File: src/rtl/sv_alu_sequencer_if.sv
// sv_alu_sequencer_if: command and response channels of the ALU sequencer.
// out_zero exists only when SV_ALU_SEQ_FLAGS_EN is defined.
interface sv_alu_sequencer_if #(
    parameter int WIDTH = 8
);
    logic             cmd_valid;
    logic             cmd_ready;
    logic             cmd_load;
    logic [1:0]       cmd_op;
    logic [WIDTH-1:0] cmd_data;
    logic             out_valid;
    logic             out_ready;
    logic [WIDTH-1:0] out_data;
    logic             busy;
`ifdef SV_ALU_SEQ_FLAGS_EN
    logic             out_zero;
    modport master (output cmd_valid, cmd_load, cmd_op, cmd_data, out_ready,
                    input  cmd_ready, out_valid, out_data, busy, out_zero);
    modport slave  (input  cmd_valid, cmd_load, cmd_op, cmd_data, out_ready,
                    output cmd_ready, out_valid, out_data, busy, out_zero);
`else
    modport master (output cmd_valid, cmd_load, cmd_op, cmd_data, out_ready,
                    input  cmd_ready, out_valid, out_data, busy);
    modport slave  (input  cmd_valid, cmd_load, cmd_op, cmd_data, out_ready,
                    output cmd_ready, out_valid, out_data, busy);
`endif
endinterface

File: src/rtl/sv_alu_sequencer.sv
// sv_alu_sequencer: FIFO-buffered command sequencer driving an external ALU around an accumulator.
// Define SV_ALU_SEQ_FLAGS_EN to add the registered out_zero flag.
module sv_alu_sequencer #(
    parameter int WIDTH = 8,
    parameter int DEPTH = 4
) (
    input  logic              clk,
    input  logic              rst,
    sv_alu_sequencer_if.slave bus,
    output logic [1:0]        alu_op_o,
    output logic [WIDTH-1:0]  alu_a_o,
    output logic [WIDTH-1:0]  alu_b_o,
    input  logic [WIDTH-1:0]  alu_res_i
);
    localparam int AW = $clog2(DEPTH);
    typedef enum logic [1:0] {IDLE, ISSUE, RESP} state_t;
    typedef struct packed {
        logic             load;
        logic [1:0]       op;
        logic [WIDTH-1:0] data;
    } cmd_t;
    cmd_t             mem_q [DEPTH];
    cmd_t             cmd_q, cmd_d;
    logic [AW:0]      wr_q, wr_d, rd_q, rd_d;
    logic [WIDTH-1:0] acc_q, acc_d;
    state_t           state_q, state_d;
    logic             full, empty, push, pop;
    assign full  = (wr_q ^ rd_q) == {1'b1, {AW{1'b0}}};
    assign empty = wr_q == rd_q;
    always_comb begin
        push    = bus.cmd_valid && !full;
        pop     = state_q == IDLE && !empty;
        wr_d    = wr_q + (AW+1)'(push);
        rd_d    = rd_q + (AW+1)'(pop);
        cmd_d   = pop ? mem_q[rd_q[AW-1:0]] : cmd_q;
        acc_d   = state_q == ISSUE ? (cmd_q.load ? cmd_q.data : alu_res_i) : acc_q;
        state_d = state_q == IDLE  ? (empty ? IDLE : ISSUE) :
                  state_q == ISSUE ? RESP : (bus.out_ready ? IDLE : RESP);
    end
    always_ff @(posedge clk) begin
        if (rst) begin
            wr_q    <= '0;
            rd_q    <= '0;
            cmd_q   <= '0;
            acc_q   <= '0;
            state_q <= IDLE;
        end else begin
            wr_q    <= wr_d;
            rd_q    <= rd_d;
            cmd_q   <= cmd_d;
            acc_q   <= acc_d;
            state_q <= state_d;
        end
    end
    // storage needs no reset: only entries between the pointers are ever read
    always_ff @(posedge clk) begin
        if (push) mem_q[wr_q[AW-1:0]] <= {bus.cmd_load, bus.cmd_op, bus.cmd_data};
    end
`ifdef SV_ALU_SEQ_FLAGS_EN
    logic zero_q, zero_d;
    assign zero_d = state_q == ISSUE ? acc_d == '0 : zero_q;
    always_ff @(posedge clk) begin
        zero_q <= rst ? 1'b1 : zero_d;
    end
    assign bus.out_zero = zero_q;
`endif
    assign bus.cmd_ready = !full;
    assign bus.out_valid = state_q == RESP;
    assign bus.out_data  = acc_q;
    assign bus.busy      = state_q != IDLE || !empty;
    assign alu_op_o      = cmd_q.op;
    assign alu_a_o       = acc_q;
    assign alu_b_o       = cmd_q.data;
endmodule

File: src/flat_wrapper.sv
// flat-port wrapper written by rule: the top's interface ports become plain ports
module sv_alu_sequencer_flat 
#(
    parameter int WIDTH = 8,
    parameter int DEPTH = 4
)
  (clk, rst, alu_op_o, alu_a_o, alu_b_o, alu_res_i, bus_cmd_valid, bus_cmd_load, bus_cmd_op, bus_cmd_data, bus_out_ready, bus_cmd_ready, bus_out_valid, bus_out_data, bus_busy);
  sv_alu_sequencer_if #(.WIDTH(WIDTH)) bus_i ();
  input  logic clk;
  input  logic rst;
  output logic [1:0] alu_op_o;
  output logic [WIDTH-1:0] alu_a_o;
  output logic [WIDTH-1:0] alu_b_o;
  input  logic [WIDTH-1:0] alu_res_i;
  input wire logic [$bits(bus_i.cmd_valid)-1:0] bus_cmd_valid;
  input wire logic [$bits(bus_i.cmd_load)-1:0] bus_cmd_load;
  input wire logic [$bits(bus_i.cmd_op)-1:0] bus_cmd_op;
  input wire logic [$bits(bus_i.cmd_data)-1:0] bus_cmd_data;
  input wire logic [$bits(bus_i.out_ready)-1:0] bus_out_ready;
  output wire logic [$bits(bus_i.cmd_ready)-1:0] bus_cmd_ready;
  output wire logic [$bits(bus_i.out_valid)-1:0] bus_out_valid;
  output wire logic [$bits(bus_i.out_data)-1:0] bus_out_data;
  output wire logic [$bits(bus_i.busy)-1:0] bus_busy;
  assign bus_i.cmd_valid = bus_cmd_valid;
  assign bus_i.cmd_load = bus_cmd_load;
  assign bus_i.cmd_op = bus_cmd_op;
  assign bus_i.cmd_data = bus_cmd_data;
  assign bus_i.out_ready = bus_out_ready;
  assign bus_cmd_ready = bus_i.cmd_ready;
  assign bus_out_valid = bus_i.out_valid;
  assign bus_out_data = bus_i.out_data;
  assign bus_busy = bus_i.busy;
  sv_alu_sequencer #(.WIDTH(WIDTH), .DEPTH(DEPTH)) u_core (.clk(clk), .rst(rst), .bus(bus_i), .alu_op_o(alu_op_o), .alu_a_o(alu_a_o), .alu_b_o(alu_b_o), .alu_res_i(alu_res_i));
endmodule
File: config.mk
export PLATFORM = sky130hd
export DESIGN_NAME = sv_alu_sequencer_flat
export DESIGN_NICKNAME = d
export VERILOG_FILES = /design/src/rtl/sv_alu_sequencer_if.sv /design/src/rtl/sv_alu_sequencer.sv /design/src/flat_wrapper.sv
export SDC_FILE = /design/constraint.sdc
export NUM_CORES = 1
export LEC_CHECK = 0
export ABC_AREA = 0
export BUFFER_PORTS_ARGS = -buffer_cell sky130_fd_sc_hd__buf_2
export CAP_MARGIN = 20
export CORE_ASPECT_RATIO = 0.8
export CORE_MARGIN = 8
export CORE_UTILIZATION = 55
export DETAILED_ROUTE_END_ITERATION = 12
export PLACE_DENSITY = 0.79
export SYNTH_ARGS = -nofsm -noshare
export SYNTH_HDL_FRONTEND = slang
export SYNTH_SLANG_ARGS = --single-unit
File: constraint.sdc
create_clock -name clk -period 2.5 [get_ports clk]
set_clock_uncertainty 0.1 [all_clocks]
set_input_delay 0.125 -clock clk [delete_from_list [all_inputs] [get_ports clk]]
set_output_delay 0.125 -clock clk [all_outputs]
set_load 0.005 [all_outputs]
# Word level (Yosys, flattened, before mapping)
# Memories as Yosys holds them, arrays and structs flattened. A register that Yosys moved wholly into a read port is not among the register bits.
# Index checks and enable logic that the tools add are counted.
# totals
in_bits,23
out_inout_bits,29
ram_bits,44
word_cells,26
memories,1
regBits,16
# classes
n_bitwise,1
n_addsub,2
reduce_logical,7
n_eq_ne,4
muxes,7
# mem_list
memory,words,width,read_ports,rd_ports_with_merged_regs,wr,line,rtl
u_core.mem_q,4,11,1,1,1,sv_alu_sequencer.sv:22,cmd_t mem_q [DEPTH];
# ops
op,n
2-to-1 mux 8 bit,1
adder 3 x 1 -> 3 bit,2
2-to-1 mux 2 bit,3
equality test 3 bit,1
equality test 3 bit (second input constant),1
2-to-1 mux 1 bit,3
XOR 3 bit,1
equality test 2 x 1 -> 1 bit (second input constant),1
equality test 2 bit (second input constant),1
logical AND 1 bit,2
logical NOT 1 bit,2
logical NOT 2 bit,1
nonzero test 2 bit,1
logical OR 1 bit,1

# Depth between registers and ports, before layout
# Gate-level depths: netlist of run 1.
# depth
ltp_word,6
ltp_mapped,8
mapped_depth_nobuf,7

# Worst setup path after synthesis of run 1
# No wires, ideal clock.
# synth_path
path_kind,register to register
start,register u_core.rd_q[0]
end,"memory u_core.mem_q[2][0] (netlist name), enable pin"
path_stages_with_launch,4
n_path_buf,0
period_less_slack_ns,2.188
t_required_ns,2.004
setup_ns,0.396
path_slack_ns,0.312
arrival_time_ns,1.693
cell_sequence,dfxtp_1 > xor2_2 > o31ai_2 > nor3b_1
# synth_between
elab_chain_len,6
# synth_lines
item,line,rtl
"start, declared",sv_alu_sequencer.sv:24,"logic [AW:0] wr_q, wr_d, rd_q, rd_d;"
"start signal, assigned",sv_alu_sequencer.sv:49,rd_q <= rd_d;
XOR 3 bit,sv_alu_sequencer.sv:28,"assign full = (wr_q ^ rd_q) == {1'b1, {AW{1'b0}}};"
equality test 3 bit,sv_alu_sequencer.sv:28,
logical NOT 1 bit,sv_alu_sequencer.sv:31,push = bus.cmd_valid && !full;
logical AND 1 bit,sv_alu_sequencer.sv:31,
2-to-1 mux 1 bit,sv_alu_sequencer.sv:57,"if (push) mem_q[wr_q[AW-1:0]] <= {bus.cmd_load, bus.cmd_op, bus.cmd_data};"
2-to-1 mux 1 bit (implied by the code),sv_alu_sequencer.sv:57,
"end, declared",sv_alu_sequencer.sv:22,
# Every way passes these cells.

# Final worst setup path of run 1
# layout_path
start,register u_core.wr_q[1]
end,"memory u_core.mem_q[3][5] (netlist name), enable pin"
# layout_between
elab_chain_len,6
# layout_lines
item,line,rtl
"start, declared",sv_alu_sequencer.sv:24,
"start signal, assigned",sv_alu_sequencer.sv:48,wr_q <= wr_d;
XOR 3 bit,sv_alu_sequencer.sv:28,
equality test 3 bit,sv_alu_sequencer.sv:28,
logical NOT 1 bit,sv_alu_sequencer.sv:31,
logical AND 1 bit,sv_alu_sequencer.sv:31,
2-to-1 mux 1 bit,sv_alu_sequencer.sv:57,
2-to-1 mux 1 bit (implied by the code),sv_alu_sequencer.sv:57,
# Parallel ways exist; a longest one is shown, timed or not.

==> flow_summary.toml, run 1 <==
[run_status]
outcome = "complete, no violations"

[logic_synthesis]
netlist_area_um2 = 2990
postSynthCellCount = 199
ys_warn_count = 0
synth.distinct_cells = 28
ys_seq_area_share_pct = 62.4
synth-seq-cells = 71
syn_nets = 226
syn_area_per_cell_um2 = 15.0

[cells_and_area]
syn2layout_area_growth_pct = 19.4
diodes = 0
layout.nets = 279
post_route_cells_drive_above_1_share_pct = 34.2

[timing]
fin_ws_ps = 526
finalHoldViolCount = 0
max_freq_mhz = 507
setup_tns_ps = 0
finalCriticalPeriod_ps = 1970
setup_viol = 0
slew_viol_final = 0
rsz0062_at_grt = "false"
finalCritPeriodShare_pct = 78.9
relSlewSlack_pct = 63.3
worst_pin_slew_ps = 550

[clocking]
cts_resized = 0
cts-root-to-sink-buffers = 2
path_clk_slew_ps = 70
cts-buffers-inserted = 9
cts_tree = "yes"
cts-root-buf = "clkbuf_8"
clk_latency_ps = 340
clock-sinks = 71
cts_max_level = 3

[setup_path]
critPathLaunchType = "flip-flop"
arrival_ps = 1850
rr_endpoint = "u_core.mem_q[3][5]$_DFFE_PP_"
slowest_stage = "and3_1"
path_buf_inv = 1
path_class = "flip-flop to flip-flop"
crit_chain = "xor2_2, o31ai_2, inv_1, and3_1"
max_stage_delay_ps = 510
regToRegSetupSlack_ps = 530
ff2ff_path_depth = 4
crit_family = "simple AND/OR/NAND/NOR gates"
crit_required_ps = 2380
path_max_fanout = 11
endpoint_kind = "flip-flop"
r2r_start = "u_core.wr_q[1]$_SDFF_PP0_"

[worst_hold_path]
whs_endpoint = "u_core.alu_a_o[5]$_SDFFE_PP0P_"
holdPathStages = 3
hold_path_startpoint = "alu_res_i[5]"
min_path_type = "input pin to flip-flop"

[floorplanning]
core-area_um2 = 5350
die_y_um = 81.9
die_width_um = 98.4
die_area_um2 = 8060
start_util_pct = 55.9
core.rowCount = 24
ios = 52

[drt]
dr.pass1.iters = 4
drt.antenna.violating_nets = 0
vias = 1655
drtIter0Drc = 79
via_per_inst = 5.14
wl_per_cell_um = 16.0
routed_wl_um = 5160
drc_errors = 0

[place]
dp_worst_setup_slack_ps = 520
portBuffers = 51
gp_congestion = 0.704
post-dp-hpwl_um = 3490

[pwr]
ir_drop_uv = 506
p_leak_nw = 1.42
powerDensity_nw_per_um2 = 1040

[global_route]
grt_max_degree = 39
grt_overflow_total = 0
track_usage_pct = 13.9
grt_antenna_before_repair = 0
grt_pass1_vias = 1733
grt_first_pass_wirelength_um = 8450

[run]
drv_cap = 0
[what timing repair did]
item | in CTS | in global routing
buffers inserted | 0 | 0
endpoints found under the hold margin | 45 | 0
hold buffers | 12 | 0
[sequential cells by signal, summed over array words and instances (netlist names)]
signal and count:
u_core.cmd_q 1, u_core.alu_a_o 8, u_core.wr_q 3, u_core.mem_q 44, u_core.alu_op_o 2, u_core.rd_q 3
u_core.state_q 2, u_core.alu_b_o 8
[report_power, final]
group | switching [W] | leakage [nW] | internal, W
registers | 0.000136 | 0.626 | 0.00143
logic | 0.000451 | 0.665 | 0.000501
clock network | 0.000421 | 0.134 | 0.000768
total | 0.00101 | 1.42 | 0.00270
[synthesized netlist by cell type (all sizes together)]
library cell	count	share of area, %
xor2	3	1.4
ha	4	1.7
nor2	13	1.6
clkbuf	4	0.54
a211oi	9	2.3
and3	1	0.21
mux2i	19	6.4
buf	24	6.0
inv	2	0.25
o31ai	2	1.1
xnor2	3	0.88
nor3b	2	0.50
nand2	1	0.13
nand3	1	0.17
mux4	11	8.4
nor2b	6	1.3
edfxtp	44	44
nand2b	22	4.6
nor3	1	0.17
dfxtp	27	18
[worst register-to-register path: stages (launching register included)]
cell     delay (ps)
dfxtp_1         470
xor2_2          290
o31ai_2         150
inv_1           100
and3_1          510
[metal layers]
layer  vias up  GRT usage, %  wire length (um)
met2        57          21.5              2260
met4         0          6.41                69
met3         6          8.38               520
li1        809             -                 -
met5         -             0                 0
met1       783          15.3              2310
[logic make-up after synthesis]
kind of cell | Yosys count | synth area share (%)
DFF | 71 | 62.4
and+or+nand+nor | 47 | 8.68
buffers and inverters | 30 | 6.83
muxes | 30 | 14.8
AOI/OAI and AO/OA | 11 | 3.39
xor gates and xnor gates | 6 | 2.26
adders and majority gates | 4 | 1.68
[cell type report]
type,instances,area (um2)
sequential,71,1860
fill,419,1780
multi-input combinational,98,920
timing repair buffer,70,428
clock inverter,7,143
clock buffer,9,124
tap,65,81.3
inverter,2,7.51
[placed cells by master, fill, tap and decap left out, drive strengths merged]
cell         count
nor3             1
nand2            1
mux2i           19
inv              4
clkinv           1
nand3            1
and3             1
dfxtp           27
xor2             3
edfxtp          44
o31ai            2
dlygate4sd3     12
mux4            11
a211oi           9
bufinv           4
clkbuf           9
nor2            13
nand2b          22
nor2b            6
nor3b            2
ha               4
buf             58
xnor2            3
[worst max-delay path by stage]
stage / startpoint / endpoint / slack (ps) / cells after the start
after floorplan: u_core.rd_q[0]$_SDFF_PP0_ / u_core.mem_q[2][0]$_DFFE_PP_ / 310 / 3
after global placement: u_core.wr_q[1]$_SDFF_PP0_ / u_core.mem_q[3][9]$_DFFE_PP_ / 630 / 4
after detailed placement: u_core.wr_q[1]$_SDFF_PP0_ / u_core.mem_q[3][9]$_DFFE_PP_ / 520 / 4
after CTS: u_core.wr_q[1]$_SDFF_PP0_ / u_core.mem_q[3][5]$_DFFE_PP_ / 490 / 4
after global routing: u_core.wr_q[1]$_SDFF_PP0_ / u_core.mem_q[3][5]$_DFFE_PP_ / 390 / 4
final: u_core.wr_q[1]$_SDFF_PP0_ / u_core.mem_q[3][5]$_DFFE_PP_ / 530 / 4
[stage by stage]
| stage | instances | hold slack (ps) | instance area (um2) | utilization, % | power [W] |
|---|---|---|---|---|---|
| 3_3_place_gp | 294 | 223 | 3180 | 59.5 | 0.00251 |
| 6_report | 322 | 26.1 | 3560 | 66.7 | 0.00371 |
| 5_1_grt | 322 | 17.9 | 3560 | 66.7 | 0.00392 |
| 3_5_place_dp | 294 | 223 | 3180 | 59.5 | 0.00254 |
| 4_1_cts | 322 | 6.05 | 3560 | 66.7 | 0.00376 |
| 2_1_floorplan | 199 | 124 | 2990 | - | 0.00238 |
Note: power is estimated with default switching activity, not from simulation.
==> inputs of run 2 (changes only) <==
- CORE_UTILIZATION: 55 -> 50
- PLACE_DENSITY: 0.79 -> 0.75
- clock period: 2.5 -> 1.7 ns (I/O delays scaled with it)
==> run 2 against run 1 <==
  * Register-to-register slack got worse by 510 ps
  * Clock power rose by 31%
  * Critical path depth rose by 1
  * Clock-buffer cell count did not move
  * Wire length rose by 7.4%
  * Final area rose by 9.6%
  * Total power rose by 48%
  * Sequential power rose by 48%
  * Maximum frequency rose by 17%
  * Utilization rose by 0.11 points
  * Largest cell class unchanged
==> flow_summary.toml, run 2 (synthesized netlist as in run 1, its figures left out) <==
[clocking]
clk_latency_ps = 340
cts_tree = "yes"
cts-buffers-inserted = 9
path_clk_slew_ps = 80
cts_max_level = 3
clock-sinks = 71
cts-root-to-sink-buffers = 2
cts-root-buf = "clkbuf_8"

[floorplanning]
die_y_um = 85.1
core.rowCount = 25
start_util_pct = 51.0
die_area_um2 = 8710
die_width_um = 102
ios = 52
core-area_um2 = 5850

[worst_hold_path]
holdPathStages = 2
min_path_type = "input pin to flip-flop"
whs_endpoint = "u_core.rd_q[2]$_SDFF_PP0_"
hold_path_startpoint = "rst"

[drt]
drt.antenna.violating_nets = 0
drc_errors = 0
routed_wl_um = 5540
via_per_inst = 4.77
drtIter0Drc = 103
wl_per_cell_um = 15.5
vias = 1703
dr.pass1.iters = 4

[setup_path]
path_buf_inv = 2
crit_required_ps = 1660
path_max_fanout = 5
rr_endpoint = "u_core.mem_q[2][4]$_DFFE_PP_"
r2r_start = "u_core.wr_q[1]$_SDFF_PP0_"
slowest_stage = "dfxtp_2"
endpoint_kind = "flip-flop"
crit_family = "flip-flops"
regToRegSetupSlack_ps = 10
crit_top_cell = "buf_4"
ff2ff_path_depth = 5
cp-startpoint = "u_core.wr_q[1]$_SDFF_PP0_"
path_class = "flip-flop to flip-flop"
max_stage_delay_ps = 390
cp.depth = 5
arrival_ps = 1650
crit_chain = "xor2_4, o31ai_4, buf_4, nor3b_4, buf_4"
critPathLaunchType = "flip-flop"

[cells_and_area]
post_route_cells_drive_above_1_share_pct = 42.0
layout.nets = 298
final_common_cell = "buf_2"
syn2layout_area_growth_pct = 30.9
fillCellCount = 404
final_cell_mix = "51 x buf_2, 44 x edfxtp_1, 22 x nand2b_1"
largest_reg_flops = 44
regArea_um2 = 1880
multi_input_area_um2 = 1060
diodes = 0

[global_route]
grt_overflow_total = 0
grt_antenna_before_repair = 0
track_usage_pct = 13.6
grt_first_pass_wirelength_um = 8960
grt_pass1_vias = 1728
grt_max_degree = 39

[timing]
setup_viol = 0
worst_pin_slew_ps = 570
max_freq_mhz = 592
rsz0062_at_grt = "true"
setup_tns_ps = 0
finalCriticalPeriod_ps = 1690
finalCritPeriodShare_pct = 99.3
relSlewSlack_pct = 62.0
finalHoldViolCount = 0
slew_viol_final = 0

[run_status]
outcome = "complete, no violations"

[place]
post-dp-hpwl_um = 3750
gp_congestion = 0.729
portBuffers = 51

[pwr]
p_leak_nw = 1.52
powerDensity_nw_per_um2 = 1400
ir_drop_uv = 785
power_w = 0.00548

[run]
drv_cap = 0
## run 2: changes by cell type in the layout (fill, tap and decap cells not counted), moves of 3 or more
cell and change:
ha_1 -4, ha_4 +3, buf_4 +8, xnor2_1 -3, dlygate4sd3_1 +8, dfxtp_1 -6
dfxtp_4 +5
## run 2: final cells by class
class | instances | area share, %
clock buffers | 9 | 3.17
clock inverters | 7 | 2.85
inverters | 2 | 0.256
multi-input cells | 98 | 27.1
flip-flops and latches | 71 | 48.2
well taps | 81 | 2.59
repair buffers | 89 | 15.9
## run 2: timing repair
item / in CTS / in global routing
gates resized for setup: 3 / 12
pin swaps: 0 / 2
hold endpoints to repair: 53 / 0
endpoints found under the setup margin: 24 / 25
hold buffers: 20 / 0
setup buffers: 0 / 2
## run 2: power by group
part,internal [W],switching (W)
logic,0.000862,0.000736
registers,0.00211,0.000214
clock network,0.000963,0.000593
## run 2: worst max-delay path by stage
| stage | end |
|---|---|
| 2_1_floorplan | u_core.rd_q[2]$_SDFF_PP0_ |
| 3_3_place_gp | u_core.wr_q[1]$_SDFF_PP0_ |
| 3_5_place_dp | u_core.mem_q[2][8]$_DFFE_PP_ |
| 4_1_cts | u_core.mem_q[2][1]$_DFFE_PP_ |
| 5_1_grt | u_core.mem_q[2][4]$_DFFE_PP_ |
| 6_report | u_core.mem_q[2][4]$_DFFE_PP_ |
## run 2: routing by layer
layer | track usage, % | wire length [um] | vias to the layer above | part of all wire, %
met1 | 17.2 | 2570 | 796 | 46
met2 | 19.9 | 2410 | 58 | 43
met5 | 0 | 0 | - | 0
met3 | 6.87 | 515 | 5 | 9.3
met4 | 3.99 | 52 | 0 | 0.94
li1 | - | - | 844 | -
## run 2: through the flow
| stage | hold slack (ps) | worst slack, ps | util (%) | area, um2 | instances |
|---|---|---|---|---|---|
| floorplan | 83.9 | -133 | - | 3060 | 199 |
| global placement | 179 | -19.1 | 57.6 | 3370 | 319 |
| detailed placement | 187 | -54.7 | 57.6 | 3370 | 319 |
| CTS | 108 | 3.02 | 65.4 | 3820 | 355 |
| global route | 167 | -49.5 | 66.8 | 3910 | 357 |
| finish | 124 | 11.5 | 66.8 | 3910 | 357 |
